File: config.mk
export PLATFORM = sky130hd
export DESIGN_NAME = note_phrase_classifier
export DESIGN_NICKNAME = d
export VERILOG_FILES = /design/src/rtl/note_phrase_classifier.sv
export SDC_FILE = /design/constraint.sdc
export NUM_CORES = 1
export LEC_CHECK = 0
export ABC_CLOCK_PERIOD_IN_PS = 3480
export CORE_MARGIN = 2
export CORE_UTILIZATION = 52
export DETAILED_ROUTE_END_ITERATION = 8
export HOLD_SLACK_MARGIN = 0.06
export PLACE_DENSITY = 0.81
export SETUP_SLACK_MARGIN = 0.15
export SYNTH_ARGS = -nofsm -noshare
export SYNTH_HDL_FRONTEND = slang
export SYNTH_SLANG_ARGS = --single-unit
File: constraint.sdc
create_clock -name clk -period 3.48 [get_ports clk]
set_input_delay 0.696 -clock clk [delete_from_list [all_inputs] [get_ports clk]]
set_output_delay 0.696 -clock clk [all_outputs]
set_load 0.01 [all_outputs]
File: src/rtl/note_phrase_classifier.sv
// note_phrase_classifier: matches a phrase of SEQ_LEN notes against N_CLASS
// reference patterns in parallel. It reports the winning class on tipo and on a
// 7-segment digit, or it reports an error. All outputs are registered.
module note_phrase_classifier #(
   parameter int SEQ_LEN = 5,
   parameter int N_CLASS = 3,
   parameter int TIMEOUT = 0,
   parameter logic [N_CLASS*SEQ_LEN*4-1:0] PATTERNS = '0
) (
   input  logic       clk,
   input  logic       reset,
   input  logic       ok,
   input  logic       tom,
   input  logic [2:0] nota,
   output logic       fim,
   output logic       err,
   output logic       busy,
   output logic [2:0] tipo,
   output logic [6:0] display
);

   localparam int PW = $clog2(SEQ_LEN);
   localparam int TW = $clog2(TIMEOUT + 2);
   localparam logic [PW-1:0] LAST_POS  = PW'(SEQ_LEN - 1);
   localparam logic [TW-1:0] TIMEOUT_V = TW'(TIMEOUT);

   typedef enum logic [1:0] {
      ST_IDLE    = 2'd0,
      ST_COLLECT = 2'd1,
      ST_DONE    = 2'd2,
      ST_ERROR   = 2'd3
   } state_t;

   // A pattern entry with nota 000 accepts any valid note, whatever its tone.
   function automatic logic match_entry(input logic [3:0] ent, input logic t, input logic [2:0] n);
      return ((ent[2:0] == 3'b000) && (n != 3'b000)) || ({t, n} == ent);
   endfunction

   // Active-high segments {g,f,e,d,c,b,a} for class digits 1..7.
   function automatic logic [6:0] seg_digit(input logic [2:0] d);
      logic [6:0] s;
      case (d)
         3'd1:    s = 7'b0000110;
         3'd2:    s = 7'b1011011;
         3'd3:    s = 7'b1001111;
         3'd4:    s = 7'b1100110;
         3'd5:    s = 7'b1101101;
         3'd6:    s = 7'b1111101;
         3'd7:    s = 7'b0000111;
         default: s = 7'b0000000;
      endcase
      return s;
   endfunction

   state_t             state_r, state_n;
   logic [PW-1:0]      pos_r, pos_n;
   logic [N_CLASS-1:0] alive_r, alive_n;
   logic [TW-1:0]      timer_r, timer_n;
   logic [2:0]         tipo_r, tipo_n;
   logic               fim_r, err_r, busy_r;
   logic               fim_n, err_n, busy_n;
   logic [6:0]         display_r, display_n;

   logic               start_s;
   logic [PW-1:0]      eval_pos_s;
   logic [N_CLASS-1:0] match_s;
   logic [N_CLASS-1:0] alive_eval_s;
   logic [2:0]         win_s;

   // Match the incoming note against every class at the current position; pick the lowest survivor.
   always_comb begin
      start_s    = ok && (state_r != ST_COLLECT);
      eval_pos_s = start_s ? {PW{1'b0}} : pos_r;
      for (int c = 0; c < N_CLASS; c++) begin
         match_s[c] = match_entry(PATTERNS[(c*SEQ_LEN + int'(eval_pos_s))*4 +: 4], tom, nota);
      end
      alive_eval_s = (start_s ? {N_CLASS{1'b1}} : alive_r) & match_s;
      win_s = 3'd0;
      for (int c = N_CLASS - 1; c >= 0; c--) begin
         win_s = alive_eval_s[c] ? 3'(c + 1) : win_s;
      end
   end

   // Next-state logic: note evaluation, inter-note timeout and auto-restart from DONE/ERROR.
   always_comb begin
      state_n = state_r;
      pos_n   = pos_r;
      alive_n = alive_r;
      timer_n = timer_r;
      tipo_n  = tipo_r;
      if (ok) begin
         timer_n = {TW{1'b0}};
         if ((nota == 3'b000) || (alive_eval_s == {N_CLASS{1'b0}})) begin
            state_n = ST_ERROR;
            pos_n   = {PW{1'b0}};
            alive_n = {N_CLASS{1'b1}};
            tipo_n  = 3'd0;
         end else if (eval_pos_s == LAST_POS) begin
            state_n = ST_DONE;
            pos_n   = {PW{1'b0}};
            alive_n = {N_CLASS{1'b1}};
            tipo_n  = win_s;
         end else begin
            state_n = ST_COLLECT;
            pos_n   = eval_pos_s + 1'b1;
            alive_n = alive_eval_s;
            tipo_n  = 3'd0;
         end
      end else if (state_r == ST_COLLECT) begin
         timer_n = timer_r + 1'b1;
         if ((TIMEOUT != 0) && (timer_n == TIMEOUT_V)) begin
            state_n = ST_ERROR;
            pos_n   = {PW{1'b0}};
            alive_n = {N_CLASS{1'b1}};
            timer_n = {TW{1'b0}};
            tipo_n  = 3'd0;
         end else begin
            state_n = ST_COLLECT;
         end
      end else begin
         state_n = state_r;
      end
   end

   // Output decode from the next state, so outputs are registered with no extra latency.
   always_comb begin
      fim_n     = 1'b0;
      err_n     = 1'b0;
      busy_n    = 1'b0;
      display_n = 7'b0000000;
      case (state_n)
         ST_IDLE: begin
            display_n = 7'b0000000;
         end
         ST_COLLECT: begin
            busy_n    = 1'b1;
            display_n = 7'b1000000;
         end
         ST_DONE: begin
            fim_n     = 1'b1;
            display_n = seg_digit(tipo_n);
         end
         ST_ERROR: begin
            fim_n     = 1'b1;
            err_n     = 1'b1;
            display_n = 7'b1111001;
         end
         default: begin
            display_n = 7'b0000000;
         end
      endcase
   end

   // State, phrase tracking and output registers; reset aborts any phrase in progress.
   always_ff @(posedge clk or posedge reset) begin
      if (reset) begin
         state_r   <= ST_IDLE;
         pos_r     <= {PW{1'b0}};
         alive_r   <= {N_CLASS{1'b1}};
         timer_r   <= {TW{1'b0}};
         tipo_r    <= 3'd0;
         fim_r     <= 1'b0;
         err_r     <= 1'b0;
         busy_r    <= 1'b0;
         display_r <= 7'b0000000;
      end else begin
         state_r   <= state_n;
         pos_r     <= pos_n;
         alive_r   <= alive_n;
         timer_r   <= timer_n;
         tipo_r    <= tipo_n;
         fim_r     <= fim_n;
         err_r     <= err_n;
         busy_r    <= busy_n;
         display_r <= display_n;
      end
   end

   assign fim     = fim_r;
   assign err     = err_r;
   assign busy    = busy_r;
   assign tipo    = tipo_r;
   assign display = display_r;

endmodule

* Word-level counts from Yosys, hierarchy flattened *
Index checks and enable logic that the tools add are counted.

storage, ports and cells
  bits in registers = 21
  input bits = 7
  output and inout port bits = 13

cells by class
  $add $sub $neg = 3
  eq/ne operators = 16
  shift-type cells = 3
  multiplexer cells = 21
  bitwise operators = 1
  reductions and logical operators = 16

operators by type and width
  cell                                                         number
  variable part select 60 x 6 -> 4 bit (first input constant)  1
  variable part select 60 x 7 -> 4 bit (first input constant)  1
  variable part select 60 x 8 -> 4 bit (first input constant)  1
  one-hot mux 7 bit (7 select lines)                           1
  one-hot mux 7 bit (4 select lines)                           1
  two-way mux 3 bit                                            7
  two-way mux 2 bit                                            9
  equality test 3 bit (second input constant)                  5
  logical NOT 3 bit                                            5
  equality test 4 bit                                          3
  equality test 3 x 2 -> 1 bit (second input constant)         2
  adder 4 x 3 -> 5 bit (first input constant)                  1
  adder 3 x 3 -> 4 bit (first input constant)                  1
  equality test 2 x 1 -> 1 bit (second input constant)         2
  equality test 2 bit (second input constant)                  2
  logical AND 1 bit                                            4
  logical OR 1 bit                                             4
  adder 3 x 1 -> 3 bit (second input constant)                 1
  bitwise AND 3 bit                                            1
  equality test 3 x 1 -> 1 bit (second input constant)         1
  two-way mux 1 bit                                            3
  nonzero test 3 bit                                           1
  logical NOT 2 bit                                            1
  inequality test 2 x 1 -> 1 bit (second input constant)       1
  OR reduction 2 bit                                           1

* Longest topological paths before layout *
  depth in word-level cells = 18
  mapped depth = 11
  gate-level depth less buffers = 10

* Worst setup path before layout *
No wires, ideal clock.

  path type = input port to flip-flop
  start = input port ok
  end = register display_r[6] (netlist: display[6])
  arrival = 2.334 ns
  required time = 3.351 ns
  setup slack = 1.016 ns
  stages on the path = 11
  buffers on the path = 2
  path through = buf_6 nand2_1 and2_1 inv_1 ha_1 nand2_1 a21oi_1 or3_1 o21ai_1 buf_2 o21ai_0

on the way
  word-level cells in the longest chain between the ends = 17
  elaborated cells between the ends (all ways) = 46
  classes of those cells = add/sub: 2; eq/ne: 14; shift: 3; mux: 13; bitwise: 1; reduce/logical: 13

ends and longest elaborated chain
  element                                      RTL line  RTL
  start, declared                              12        input logic ok,
  logical AND 1 bit                            72        start_s = ok && (state_r != ST_COLLECT);
  two-way mux 3 bit                            73        eval_pos_s = start_s ? {PW{1'b0}} : pos_r;
  adder 4 x 3 -> 5 bit                         75        match_s[c] = match_entry(PATTERNS[(c*SEQ_LEN + int'(eval_pos_s))*4 +: 4], tom, nota);
  variable part select 60 x 8 -> 4 bit         75
  logical NOT 3 bit                            36        return ((ent[2:0] == 3'b000) && (n != 3'b000)) || ({t, n} == ent);
  logical AND 1 bit                            36
  logical OR 1 bit                             36
  bitwise AND 3 bit                            77        alive_eval_s = (start_s ? {N_CLASS{1'b1}} : alive_r) & match_s;
  two-way mux 2 bit (3 in series)              80        win_s = alive_eval_s[c] ? 3'(c + 1) : win_s;
  two-way mux 2 bit                            98        end else if (eval_pos_s == LAST_POS) begin
  two-way mux 2 bit                            93        if ((nota == 3'b000) || (alive_eval_s == {N_CLASS{1'b0}})) begin
  two-way mux 3 bit                            91        if (ok) begin
  equality test 3 bit (tied with other cells)  42        case (d)
  one-hot mux 7 bit (7 select lines)           42
  one-hot mux 7 bit (4 select lines) *         131       case (state_n)
  via display_n[6]                             62        logic [6:0] display_r, display_n;
  end signal, assigned                         175       display_r <= display_n;
  end, declared                                62

The timed path passes the listed nets; every way through them passes the cells marked *.
A chain may end at the register's enable or synchronous reset.

* Worst setup path in the final report *
Ends and elaborated chain as after synthesis.

==> flow_metrics.py <==
metrics = {
    "outcome": {
        "status": "finished clean",
    },
    "cells_and_area": {
        "syn_to_final_growth_pct": 23.5,
        "seqCellArea_sq_um": 529,
        "fin_cells": 135,
        "fillers": 150,
        "antenna_cells": 0,
        "stdcell_area_sq_um": 1190,
        "final_util_pct": 69.0,
        "drive_gt1_share_pct": 14.5,
        "multi_input_area_sq_um": 368,
        "final_net_count": 120,
    },
    "cts": {
        "cts-resized-gates": 0,
        "insertion_delay_ns": 0.31,
        "cts.clk_slew.worst_paths_ns": 0.11,
        "numCtsBuffers": 3,
        "cts_tree": "built",
        "htreeDepth": 1,
        "cts_hold_buf": 0,
        "clk_path_buf_depth": 2,
        "post_cts_buffers": 0,
        "clock_sinks": 21,
        "cts-root-buf": "clkbuf_4",
    },
    "grt": {
        "overflow": 0,
        "antenna_found_initial": 0,
        "grt_max_degree": 22,
        "grt_pass1_vias": 693,
        "grt_pass1_wl_um": 3040,
        "grt_usage_pct": 20.7,
    },
    "placed_design": {
        "dpl_cell_area_sq_um": 1160,
        "placed_cells": 131,
        "dp_hpwl_um": 1330,
        "portBuffers": 18,
        "finalWeightedCongestion": 0.822,
        "pre_cts_ws_ns": 0.402,
    },
    "timing": {
        "layout_setup_ws_ns": 0.724,
        "finalCritPeriodShare_pct": 79.2,
        "skew_ns": 0.00260,
        "final_max_slew_viol_count": 0,
        "tns_ns": 0,
        "finalSetupViolCount": 0,
        "max_freq_ghz": 0.363,
        "slew_headroom_pct": 48.2,
        "rsz0062_at_grt": "no",
        "period_minus_slack_ns": 2.76,
        "worst_pin_slew_ns": 0.776,
        "hold_viol": 0,
        "timing.hold.ws_ns": 0.517,
    },
    "routing": {
        "wl_per_cell_um": 13.3,
        "vias": 734,
        "drt_iter0_drc": 16,
        "first_pass_iters": 4,
        "antenna_left": 0,
        "wl_um": 1800,
        "route.detailed.drc": 0,
        "vias_per_cell": 5.44,
    },
    "setup_path": {
        "start_kind": "input port",
        "crit_fanout": 7,
        "cp.required_ns": 3.68,
        "r2r_setup_slack_ns": 0.94,
        "worstPathArrival_ns": 2.96,
        "endpoint_kind": "register",
        "crit_type": "input port to register",
        "rr_worst_depth": 11,
    },
    "floorplan": {
        "start_util_pct": 55.9,
        "die_x_um": 47.1,
        "die-area_sq_um": 2220,
        "core_area_sq_um": 1730,
        "io_pins": 20,
        "die_y_um": 47.1,
        "num_rows": 15,
    },
    "yosys": {
        "synth_cell_types": 34,
        "syn_inst": 89,
        "syn_nets": 98,
        "ys_seq_area_share_pct": 54.9,
        "netlist_area_sq_um": 965,
        "synth.avg_cell_area_sq_um": 10.8,
        "ys_ff_latch": 21,
        "ys_warn_count": 0,
    },
    "flow_run": {
        "maxCapViolations": 0,
    },
    "power_and_ir_drop": {
        "peakVddDrop_v": 0.000349,
        "powerDensity_nw_per_um2": 455,
        "leakage_nw": 0.521,
        "total_power_mw": 0.542,
    },
    "hold_path": {
        "hold_depth": 1,
        "min_path_type": "register to register",
    },
}
layer usage:
metal  part of all wire, %  GRT usage (%)  routed length (um)  vias to the layer above
li1                      -              -                   -                      342
met1                    42           26.3                 761                      355
met2                    48           31.0                 854                       28
met3                   6.3           5.77                 114                        9
met4                   3.7           13.3                  67                        0
met5                     0              0                   0                        -
final timing paths:
| check | start | end |
|---|---|---|
| hold reg to reg | pos_r[0] | pos_r[0] |
| hold / removal | pos_r[0] | pos_r[0] |
| setup / recovery | ok | display[6] |
| max in group asynchronous | reset | display[1] |
| min in group asynchronous | reset | fim |
| setup reg to reg | state_r[1] | display[6] |
layout make-up:
type | instances | area share, %
clock buffer | 3 | 1.89
clock inverter | 1 | 0.420
inverter | 10 | 3.36
multi-input combinational | 55 | 30.9
sequential | 21 | 44.4
tap | 25 | 2.63
timing repair buffer | 20 | 16.4
flip-flops by register name (all words and copies together), names as in the netlist:
name     cells
tipo         3
alive_r      3
state_r      2
busy         1
display      7
pos_r        3
err          1
fim          1
logic make-up after synthesis:
group,Yosys count,synth area share (%)
simple gates,31,18.5
mux,1,1.04
xor+xnor,2,1.82
flops,21,54.9
buf+inv,13,7.00
compound gates,19,14.1
fa+ha+maj,2,2.59
cell usage after synthesis, drive strengths merged:
| master | instances | area (sq um) |
|---|---|---|
| xnor2 | 1 | 8.76 |
| a21oi | 6 | 30.0 |
| mux2i | 1 | 10.0 |
| a2111oi | 1 | 15.0 |
| o22ai | 1 | 6.26 |
| nor3 | 3 | 20.0 |
| nor2 | 5 | 18.8 |
| nand2 | 11 | 41.3 |
| nand3 | 1 | 5.00 |
| dfstp | 3 | 78.8 |
| a211oi | 1 | 7.51 |
| nor4 | 1 | 21.3 |
| o2bb2ai | 2 | 17.5 |
| buf | 3 | 27.5 |
| a22oi | 1 | 7.51 |
| and2 | 2 | 12.5 |
| nand2b | 5 | 38.8 |
| o21bai | 1 | 7.51 |
| xor2 | 1 | 8.76 |
| or3 | 1 | 6.26 |
| inv | 10 | 40.0 |
| a31o | 2 | 17.5 |
| dfrtp | 18 | 450 |
| o21ai | 2 | 10.0 |
| nor2b | 1 | 6.26 |
| o31a | 1 | 8.76 |
| ha | 2 | 25.0 |
| a22o | 1 | 8.76 |
| and3b | 1 | 8.76 |
critical path, stage by stage:
cell and delay (ns):
clkdlybuf4s50_1 0.42, nand2_1 0.15, and2_1 0.19, inv_1 0.05, ha_1 0.19, nand2_1 0.16, a21oi_1 0.08, or3_1 0.45
o21ai_1 0.27, buf_4 0.22, o21ai_0 0.08
placed cells by master, fill, tap and decap left out, types with 2 or more instances in the layout:
| cell type | n |
|---|---|
| nor3_1 | 2 |
| nor2_1 | 5 |
| clkdlybuf4s50_1 | 18 |
| clkbuf_4 | 3 |
| buf_4 | 2 |
| inv_1 | 9 |
| and2_1 | 2 |
| dfstp_2 | 3 |
| nand2_1 | 11 |
| o2bb2ai_1 | 2 |
| dfrtp_1 | 18 |
| nand2b_1 | 4 |
| ha_1 | 2 |
| a21oi_1 | 6 |
| a31o_2 | 2 |
report_power, final:
part,internal [mW],switching [mW],leakage (nW),total (mW)
registers,0.273,0.0145,0.254,0.288
logic,0.0660,0.0702,0.249,0.136
clock network,0.0430,0.0750,0.0177,0.118
Note: power is estimated with default switching activity, not from simulation.
